[src/rtl/wb_ctrl_pkg.sv]
// Shared encodings, register map and commit FSM states
// for the white balance control sequencer.
package wb_ctrl_pkg;

  typedef enum logic [1:0] {
    MODE_AUTO_GW     = 2'd0,
    MODE_AUTO_R      = 2'd1,
    MODE_MANUAL      = 2'd2,
    MODE_CALIBRATION = 2'd3
  } wb_mode_e;

  typedef enum logic [1:0] {
    SEL_R = 2'd0,
    SEL_G = 2'd1,
    SEL_B = 2'd2
  } wb_sel_e;

  localparam logic [2:0] ADDR_MODE      = 3'd0;
  localparam logic [2:0] ADDR_R         = 3'd1;
  localparam logic [2:0] ADDR_G         = 3'd2;
  localparam logic [2:0] ADDR_B         = 3'd3;
  localparam logic [2:0] ADDR_COMMIT    = 3'd4;
  localparam logic [2:0] ADDR_CAL_START = 3'd5;
  localparam logic [2:0] ADDR_STATUS    = 3'd6;

  typedef enum logic [1:0] {
    ST_IDLE,
    ST_SEND_R,
    ST_SEND_G,
    ST_SEND_B
  } commit_state_e;

endpackage

[src/rtl/wb_ctrl_if.sv]
// Control bundle from the sequencer to the
// white balance corrector.
interface wb_ctrl_if;
  logic [1:0]  mode;
  logic [1:0]  man_sel;
  logic [31:0] man_coef;
  logic        man_lock;
  logic        cal_stb;

  modport master (
    output mode, man_sel, man_coef,
    output man_lock, cal_stb
  );

  modport slave (
    input mode, man_sel, man_coef,
    input man_lock, cal_stb
  );
endinterface

[src/rtl/wb_ctrl_sof_counter.sv]
// SOF detect plus the calibration frame counter,
// cal_stb pulse and calibration status flags.
module wb_ctrl_sof_counter #(
  parameter int CAL_FRAMES = 2
) (
  input  logic clk_i,
  input  logic rst_i,
  input  logic video_tvalid_i,
  input  logic video_tready_i,
  input  logic video_tuser_i,
  input  logic cal_start_i,
  input  logic cal_abort_i,
  output logic sof_o,
  output logic cal_enter_o,
  output logic cal_stb_o,
  output logic cal_active_o,
  output logic cal_done_o
);

  localparam int CW = $clog2(CAL_FRAMES + 1);
  localparam logic [CW-1:0] LAST = CW'(CAL_FRAMES - 1);

  logic [CW-1:0] cnt_q, cnt_d;
  logic pend_q, pend_d;
  logic active_q, active_d;
  logic done_q, done_d;
  logic stb_q, stb_d;

  always_comb begin
    sof_o       = video_tvalid_i && video_tready_i
                  && video_tuser_i;
    cal_enter_o = sof_o && pend_q && !cal_abort_i;
    cnt_d       = cnt_q;
    pend_d      = pend_q;
    active_d    = active_q;
    done_d      = done_q;
    stb_d       = 1'b0;
    if (cal_abort_i) begin
      pend_d   = 1'b0;
      active_d = 1'b0;
    end else if (cal_enter_o) begin
      pend_d   = 1'b0;
      active_d = 1'b1;
      cnt_d    = '0;
    end else if (sof_o && active_q) begin
      if (cnt_q == LAST) begin
        active_d = 1'b0;
        done_d   = 1'b1;
        stb_d    = 1'b1;
        cnt_d    = '0;
      end else begin
        cnt_d = cnt_q + CW'(1);
      end
    end
    // a fresh start request outranks a completion in the same cycle
    if (cal_start_i) begin
      pend_d = 1'b1;
      done_d = 1'b0;
    end
  end

  always_ff @(posedge clk_i or posedge rst_i) begin
    if (rst_i) begin
      cnt_q    <= '0;
      pend_q   <= 1'b0;
      active_q <= 1'b0;
      done_q   <= 1'b0;
      stb_q    <= 1'b0;
    end else begin
      cnt_q    <= cnt_d;
      pend_q   <= pend_d;
      active_q <= active_d;
      done_q   <= done_d;
      stb_q    <= stb_d;
    end
  end

  assign cal_stb_o    = stb_q;
  assign cal_active_o = active_q;
  assign cal_done_o   = done_q;

endmodule

[src/rtl/wb_ctrl_sequencer.sv]
// Host CSR to frame-aligned white balance control traffic:
// shadowed mode/gains, SOF-aligned commit burst, calibration.
module wb_ctrl_sequencer
  import wb_ctrl_pkg::*;
#(
  parameter int PX_WIDTH    = 10,
  parameter int FRACT_WIDTH = 10,
  parameter int CAL_FRAMES  = 2,
  parameter logic [PX_WIDTH+FRACT_WIDTH-1:0] R_INIT =
    {PX_WIDTH'(1), FRACT_WIDTH'(119)},
  parameter logic [PX_WIDTH+FRACT_WIDTH-1:0] B_INIT =
    {PX_WIDTH'(1), FRACT_WIDTH'(295)}
) (
  input  logic        clk_i,
  input  logic        rst_i,
  input  logic        cfg_wr_i,
  input  logic        cfg_rd_i,
  input  logic [2:0]  cfg_addr_i,
  input  logic [31:0] cfg_wdata_i,
  output logic [31:0] cfg_rdata_o,
  input  logic        video_tvalid_i,
  input  logic        video_tready_i,
  input  logic        video_tuser_i,
  wb_ctrl_if.master   wb_ctrl_o
);

  localparam int CW = PX_WIDTH + FRACT_WIDTH;
  localparam logic [CW-1:0] FIXED_ONE =
    {PX_WIDTH'(1), FRACT_WIDTH'(0)};

  commit_state_e state_q, state_d;
  logic [1:0]    mode_sh_q, mode_sh_d;
  logic [CW-1:0] sh_r_q, sh_r_d, sh_g_q, sh_g_d;
  logic [CW-1:0] sh_b_q, sh_b_d;
  logic [CW-1:0] snap_g_q, snap_g_d, snap_b_q, snap_b_d;
  logic          pend_q, pend_d;
  logic          hold_q, hold_d;
  logic [1:0]    mode_q, mode_d, sel_q, sel_d;
  logic [31:0]   coef_q, coef_d, rdata_q, rdata_d;
  logic          lock_q, lock_d;

  logic wr_mode, wr_r, wr_g, wr_b, wr_commit, wr_cal;
  logic sof, cal_enter, cal_stb, cal_active, cal_done;
  logic busy, commit_go;

  wb_ctrl_sof_counter #(
    .CAL_FRAMES(CAL_FRAMES)
  ) u_sof (
    .clk_i         (clk_i),
    .rst_i         (rst_i),
    .video_tvalid_i(video_tvalid_i),
    .video_tready_i(video_tready_i),
    .video_tuser_i (video_tuser_i),
    .cal_start_i   (wr_cal),
    .cal_abort_i   (wr_mode),
    .sof_o         (sof),
    .cal_enter_o   (cal_enter),
    .cal_stb_o     (cal_stb),
    .cal_active_o  (cal_active),
    .cal_done_o    (cal_done)
  );

  always_comb begin
    wr_mode   = cfg_wr_i && (cfg_addr_i == ADDR_MODE);
    wr_r      = cfg_wr_i && (cfg_addr_i == ADDR_R);
    wr_g      = cfg_wr_i && (cfg_addr_i == ADDR_G);
    wr_b      = cfg_wr_i && (cfg_addr_i == ADDR_B);
    wr_commit = cfg_wr_i && (cfg_addr_i == ADDR_COMMIT);
    wr_cal    = cfg_wr_i && (cfg_addr_i == ADDR_CAL_START);
    busy      = (state_q != ST_IDLE);
    commit_go = !busy && pend_q && sof;
  end

  always_comb begin
    state_d   = state_q;
    mode_sh_d = wr_mode ? cfg_wdata_i[1:0] : mode_sh_q;
    sh_r_d    = wr_r ? cfg_wdata_i[CW-1:0] : sh_r_q;
    sh_g_d    = wr_g ? cfg_wdata_i[CW-1:0] : sh_g_q;
    sh_b_d    = wr_b ? cfg_wdata_i[CW-1:0] : sh_b_q;
    snap_g_d  = snap_g_q;
    snap_b_d  = snap_b_q;
    pend_d    = pend_q;
    hold_d    = hold_q;
    mode_d    = mode_q;
    sel_d     = sel_q;
    coef_d    = coef_q;
    lock_d    = 1'b0;
    rdata_d   = rdata_q;

    unique case (state_q)
      ST_IDLE: begin
        if (commit_go) begin
          snap_g_d = sh_g_q;
          snap_b_d = sh_b_q;
          pend_d   = 1'b0;
          lock_d   = 1'b1;
          sel_d    = SEL_R;
          coef_d   = 32'(sh_r_q);
          state_d  = ST_SEND_R;
        end
      end
      ST_SEND_R: begin
        lock_d  = 1'b1;
        sel_d   = SEL_G;
        coef_d  = 32'(snap_g_q);
        state_d = ST_SEND_G;
      end
      ST_SEND_G: begin
        lock_d  = 1'b1;
        sel_d   = SEL_B;
        coef_d  = 32'(snap_b_q);
        state_d = ST_SEND_B;
      end
      ST_SEND_B: state_d = ST_IDLE;
      default:   state_d = ST_IDLE;
    endcase
    if (wr_commit) pend_d = 1'b1;

    // calibration mode sticks until the host writes MODE again
    if (cal_enter) begin
      mode_d = MODE_CALIBRATION;
      hold_d = 1'b1;
    end else if (sof && !hold_q) begin
      mode_d = mode_sh_q;
    end
    if (wr_mode) hold_d = 1'b0;

    if (cfg_rd_i) begin
      unique case (cfg_addr_i)
        ADDR_MODE:   rdata_d = {30'd0, mode_sh_q};
        ADDR_R:      rdata_d = 32'(sh_r_q);
        ADDR_G:      rdata_d = 32'(sh_g_q);
        ADDR_B:      rdata_d = 32'(sh_b_q);
        ADDR_STATUS: rdata_d = {28'd0, cal_done,
                                cal_active, pend_q, busy};
        default:     rdata_d = 32'd0;
      endcase
    end
  end

  always_ff @(posedge clk_i or posedge rst_i) begin
    if (rst_i) begin
      state_q   <= ST_IDLE;
      mode_sh_q <= 2'd0;
      sh_r_q    <= R_INIT;
      sh_g_q    <= FIXED_ONE;
      sh_b_q    <= B_INIT;
      snap_g_q  <= '0;
      snap_b_q  <= '0;
      pend_q    <= 1'b0;
      hold_q    <= 1'b0;
      mode_q    <= 2'd0;
      sel_q     <= 2'd0;
      coef_q    <= 32'd0;
      lock_q    <= 1'b0;
      rdata_q   <= 32'd0;
    end else begin
      state_q   <= state_d;
      mode_sh_q <= mode_sh_d;
      sh_r_q    <= sh_r_d;
      sh_g_q    <= sh_g_d;
      sh_b_q    <= sh_b_d;
      snap_g_q  <= snap_g_d;
      snap_b_q  <= snap_b_d;
      pend_q    <= pend_d;
      hold_q    <= hold_d;
      mode_q    <= mode_d;
      sel_q     <= sel_d;
      coef_q    <= coef_d;
      lock_q    <= lock_d;
      rdata_q   <= rdata_d;
    end
  end

  assign cfg_rdata_o        = rdata_q;
  assign wb_ctrl_o.mode     = mode_q;
  assign wb_ctrl_o.man_sel  = sel_q;
  assign wb_ctrl_o.man_coef = coef_q;
  assign wb_ctrl_o.man_lock = lock_q;
  assign wb_ctrl_o.cal_stb  = cal_stb;

endmodule

[src/flat_wrapper.sv]
// flat-port wrapper written by rule: the top's interface ports become plain ports
module wb_ctrl_sequencer_flat import wb_ctrl_pkg::*;
#(
  parameter int PX_WIDTH    = 10,
  parameter int FRACT_WIDTH = 10,
  parameter int CAL_FRAMES  = 2,
  parameter logic [PX_WIDTH+FRACT_WIDTH-1:0] R_INIT =
    {PX_WIDTH'(1), FRACT_WIDTH'(119)},
  parameter logic [PX_WIDTH+FRACT_WIDTH-1:0] B_INIT =
    {PX_WIDTH'(1), FRACT_WIDTH'(295)}
)
  (clk_i, rst_i, cfg_wr_i, cfg_rd_i, cfg_addr_i, cfg_wdata_i, cfg_rdata_o, video_tvalid_i, video_tready_i, video_tuser_i, wb_ctrl_o_mode, wb_ctrl_o_man_sel, wb_ctrl_o_man_coef, wb_ctrl_o_man_lock, wb_ctrl_o_cal_stb);
  wb_ctrl_if wb_ctrl_o_i ();
  input  logic clk_i;
  input  logic rst_i;
  input  logic cfg_wr_i;
  input  logic cfg_rd_i;
  input  logic [2:0] cfg_addr_i;
  input  logic [31:0] cfg_wdata_i;
  output logic [31:0] cfg_rdata_o;
  input  logic video_tvalid_i;
  input  logic video_tready_i;
  input  logic video_tuser_i;
  output wire logic [$bits(wb_ctrl_o_i.mode)-1:0] wb_ctrl_o_mode;
  output wire logic [$bits(wb_ctrl_o_i.man_sel)-1:0] wb_ctrl_o_man_sel;
  output wire logic [$bits(wb_ctrl_o_i.man_coef)-1:0] wb_ctrl_o_man_coef;
  output wire logic [$bits(wb_ctrl_o_i.man_lock)-1:0] wb_ctrl_o_man_lock;
  output wire logic [$bits(wb_ctrl_o_i.cal_stb)-1:0] wb_ctrl_o_cal_stb;
  assign wb_ctrl_o_mode = wb_ctrl_o_i.mode;
  assign wb_ctrl_o_man_sel = wb_ctrl_o_i.man_sel;
  assign wb_ctrl_o_man_coef = wb_ctrl_o_i.man_coef;
  assign wb_ctrl_o_man_lock = wb_ctrl_o_i.man_lock;
  assign wb_ctrl_o_cal_stb = wb_ctrl_o_i.cal_stb;
  wb_ctrl_sequencer #(.PX_WIDTH(PX_WIDTH), .FRACT_WIDTH(FRACT_WIDTH), .CAL_FRAMES(CAL_FRAMES), .R_INIT(R_INIT), .B_INIT(B_INIT)) u_core (.clk_i(clk_i), .rst_i(rst_i), .cfg_wr_i(cfg_wr_i), .cfg_rd_i(cfg_rd_i), .cfg_addr_i(cfg_addr_i), .cfg_wdata_i(cfg_wdata_i), .cfg_rdata_o(cfg_rdata_o), .video_tvalid_i(video_tvalid_i), .video_tready_i(video_tready_i), .video_tuser_i(video_tuser_i), .wb_ctrl_o(wb_ctrl_o_i));
endmodule
[config.mk]
export PLATFORM = sky130hd
export DESIGN_NAME = wb_ctrl_sequencer_flat
export DESIGN_NICKNAME = d
export VERILOG_FILES = /design/src/rtl/wb_ctrl_pkg.sv /design/src/rtl/wb_ctrl_if.sv /design/src/rtl/wb_ctrl_sof_counter.sv /design/src/rtl/wb_ctrl_sequencer.sv /design/src/flat_wrapper.sv
export SDC_FILE = /design/constraint.sdc
export NUM_CORES = 1
export LEC_CHECK = 0
export CAP_MARGIN = 20
export CORE_ASPECT_RATIO = 1.75
export CORE_MARGIN = 4
export CORE_UTILIZATION = 40
export CTS_CLUSTER_SIZE = 28
export DETAILED_ROUTE_END_ITERATION = 10
export PLACE_DENSITY_LB_ADDON = 0.25
export SYNTH_ARGS = -nofsm -noshare
export SYNTH_HDL_FRONTEND = slang
export SYNTH_HIERARCHICAL = 1
export SYNTH_SLANG_ARGS = --single-unit
[constraint.sdc]
create_clock -name clk_i -period 11.7 [get_ports clk_i]
set_input_delay 2.34 -clock clk_i [delete_from_list [all_inputs] [get_ports clk_i]]
set_output_delay 2.34 -clock clk_i [all_outputs]
set_load 0.01 [all_outputs]
==> impl_metrics.toml <==
[run_status]
status = "finished clean"

[floorplan]
die-area_mm2 = 0.0203
fp-row-count = 64
die_w_um = 109
die_y_um = 185
initial_core_util = 0.408
io_pins = 112
core_area_mm2 = 0.0176

[worst_setup_path]
end_kind = "flip-flop"
worst_ep_required_time_ns = 11.99
worst-r2r-cell-count = 6
r2r_end = "u_core/wb_ctrl_o.man_coef[18]"
reg2reg_slack_ns = 8.80
crit_chain = "clkdlybuf4s50_1, nand3_1, inv_1, a21boi_1, or2_1, buf_4, mux2_2"
reg2reg_from = "u_core/state_q[0]"
max_stage_delay_ns = 0.62
worstSetupStartpointType = "primary input"
crit_fanout = 13
crit_type = "primary input to flip-flop"
slowest_stage = "or2_1"
arrival_ns = 4.92

[clocking]
numCtsBuffers = 17
ctsLongestPathBuffers = 2
cts.sinks = 157
cts_tree = "built"
hold_buffers = 0
ctsResizeCount = 0
clk_latency_ns = 0.41
path_clk_slew_ns = 0.06
cts_max_level = 4
cts_root_buf = "clkbuf_16"
cts_setup_buffers = 0

[worst_hold_path]
hold_class = "flip-flop to flip-flop"
hp-start = "u_core/hold_q"
worstHoldEndpoint = "u_core/hold_q"
worstHoldPathCells = 2

[final_layout]
synthToLayoutAreaGrowth_pct = 20.6
diodes = 0
nNetsFinal = 670
fillers = 1606
drive_gt1_frac = 0.322

[power]
p_per_area_mw_per_mm2 = 243
irDropWorstVdd_mv = 0.147
p_leak_nw = 3.80

[sta]
setup-violations-final = 0
worst_pin_slew_ns = 1.12
fmax_mhz = 216
rsz0062_at_grt = "false"
final_hold_viol_count = 0
finalCritPeriodShare = 0.396
slew-limit-headroom = 0.254
finClkSkew_ns = 0.00865
slew_viol_final = 0
timing.final.crit_period_ns = 4.63
tns_ns = 0
holdWs_ns = 0.499

[route]
num_vias = 4587
initialDrtViolationCount = 123
wl_met3_um = 554
highest-signal-layer = "met4"
wl_met1_mm = 6.70
detail-route-antenna-nets = 0
wl_per_cell_um = 19.7
wl_met2_mm = 9.50
drc = 0
wl_mm = 17.1
routed_via_density = 5.30
firstDrtPassIters = 4

[placed_design]
port_buffers = 75
gp_congestion = 0.812
dp_hpwl_mm = 11.2

[grt]
grt_max_degree = 81
grt.total_usage = 0.174
grt_overflow = 0
grt_pass1_wl_mm = 26.7
antenna_found_initial = 0
grt_pass1_vias = 4934

[synthesis]
yosys_register_bits = 157
syn-instance-count = 551
seq_area_frac_synth = 0.549
avgSynthCellArea_um2 = 13.1
ys_types = 43
ys_warn_count = 6
syn-cell-area_mm2 = 0.00719

[flow_run]
maxCapViolCount = 0
==> where the power goes <==
group / switching [mW] / total, mW / internal (mW) / leakage, nW
Sequential: 0.106 / 0.830 / 0.725 / 1.94
Combinational: 0.338 / 0.746 / 0.409 / 1.59
Clock: 0.212 / 0.532 / 0.320 / 0.275
Total: 0.655 / 2.11 / 1.45 / 3.80
==> worst max-delay path: cells and delay by family <==
| family | cells | cell delay [ns] |
|---|---|---|
| AND/OR/NAND/NOR | 2 | 0.79 |
| AO/OA/AOI/OAI | 1 | 0.41 |
| buffers and inverters | 3 | 1.00 |
| multiplexers | 1 | 0.37 |
==> cell families after synthesis <==
kind of cell | Yosys count | share of synthesized area
compound gates | 96 | 0.0911
fa+ha+maj | 6 | 0.0104
flops | 157 | 0.549
mux | 146 | 0.238
simple gates | 57 | 0.0459
other cells | 1 | 0.000521
buf+inv | 88 | 0.0651
==> sequential cells by signal (all words and copies together), names as in the netlist, 2 cells and up <==
signal and count:
u_core/sh_b_q 20, u_core/sh_r_q 20, u_core/wb_ctrl_o.man_coef 20, u_core/sh_g_q 20
u_core/cfg_rdata_o 20, u_core/mode_sh_q 2, u_core/snap_b_q 20, u_core/wb_ctrl_o.mode 2
u_core/snap_g_q 20, u_core/u_sof/cnt_q 2, u_core/state_q 2, u_core/wb_ctrl_o.man_sel 2
==> cells in the mapped netlist (all sizes together) <==
master    n  share of area
mux2i     4         0.0056
o22a      2         0.0024
a31o      1         0.0012
or2       1        0.00087
clkbuf   13         0.0068
ha        6          0.010
a211o     3         0.0038
a31oi     1        0.00087
nor2     26          0.014
a21oi    22          0.015
o21ai     2         0.0014
and2b     1         0.0010
conb      1        0.00052
nand4b    1         0.0033
o21a      1         0.0010
dfstp    14          0.051
o221ai    4         0.0049
inv      30          0.016
a21boi    1         0.0010
o21ba     1         0.0014
o31ai     2         0.0021
a32oi     2         0.0024
a22oi    36          0.038
buf      45          0.043
nand2b    4         0.0035
nor3b     3         0.0031
and4b     4         0.0057
nor3      1        0.00070
nor4      2         0.0038
dfrtp   143           0.50
mux2    142           0.23
o22ai    18          0.016
nand4     1        0.00087
nor2b     4         0.0035
nor4bb    1         0.0014
nand2     6         0.0031
nand3     2         0.0014
==> per-layer routing <==
layer / vias up / global-route usage
met2: 95 / 0.320
met5: - / 0
li1: 2064 / -
met3: 15 / 0.0307
met4: 0 / 0.0604
met1: 2413 / 0.199
==> placed cells by master, fill, tap and decap left out, types with 2 or more instances in the layout <==
cell type | Yosys | routed
and4b_1 | 3 | 3
a21oi_1 | 22 | 22
o22ai_1 | 18 | 18
mux2i_1 | 4 | 4
o21ai_0 | 2 | 2
o22a_1 | 2 | 2
buf_4 | 25 | 10
dfstp_2 | 14 | 14
clkbuf_1 | 13 | 4
clkinv_2 | 0 | 2
o31ai_1 | 2 | 2
bufinv_16 | 0 | 2
mux2_2 | 122 | 122
inv_1 | 30 | 29
inv_6 | 0 | 3
o221ai_1 | 4 | 4
clkdlybuf4s50_1 | 0 | 75
nor2b_1 | 4 | 4
clkinv_4 | 0 | 2
nor2_1 | 26 | 25
dfrtp_1 | 143 | 143
conb_1 | 1 | 24
a211o_1 | 2 | 2
nand2_1 | 6 | 6
nand2b_1 | 4 | 4
mux2_4 | 20 | 20
clkbuf_16 | 0 | 17
ha_1 | 6 | 6
buf_16 | 0 | 2
a32oi_1 | 2 | 2
a22oi_1 | 36 | 36
nor3b_1 | 3 | 2
==> cell type report <==
type                       count  area (µm²)  share of cell area
sequential                   157        3950               0.455
multi-input combinational    329        2880               0.332
timing repair buffer          87         881               0.101
clock buffer                  22         454              0.0523
tap                          231         289              0.0333
inverter                      30         118              0.0136
clock inverter                 9         113              0.0130
==> how the worst max path moves through the flow <==
| stage | startpoint | end | slack (ns) | cells after the start |
|---|---|---|---|---|
| finish | video_tvalid_i | u_core/wb_ctrl_o.man_coef[18] | 7.07 | 7 |
| global route | video_tvalid_i | u_core/wb_ctrl_o.man_coef[17] | 7.00 | 7 |
| CTS | video_tvalid_i | u_core/wb_ctrl_o.man_coef[18] | 7.03 | 7 |
| detailed placement | video_tvalid_i | u_core/wb_ctrl_o.man_coef[18] | 6.60 | 7 |
| global placement | video_tvalid_i | u_core/wb_ctrl_o.man_coef[18] | 6.62 | 7 |
| floorplan | rst_i | u_core/cfg_rdata_o[0] | 5.32 | 1 |
==> through the flow <==
stage / utilization / total power, mW / std cells / worst slack [ns] / area, µm²
2_1_floorplan: - / 1.34 / 574 / 5.32 / 7280
3_3_place_gp: 0.457 / 1.56 / 832 / 6.62 / 8060
3_5_place_dp: 0.459 / 1.59 / 833 / 6.60 / 8080
4_1_cts: 0.491 / 2.13 / 864 / 7.03 / 8650
5_1_grt: 0.493 / 2.22 / 865 / 7.00 / 8680
6_report: 0.493 / 2.11 / 865 / 7.07 / 8680
(Power assumes the default switching activity.)
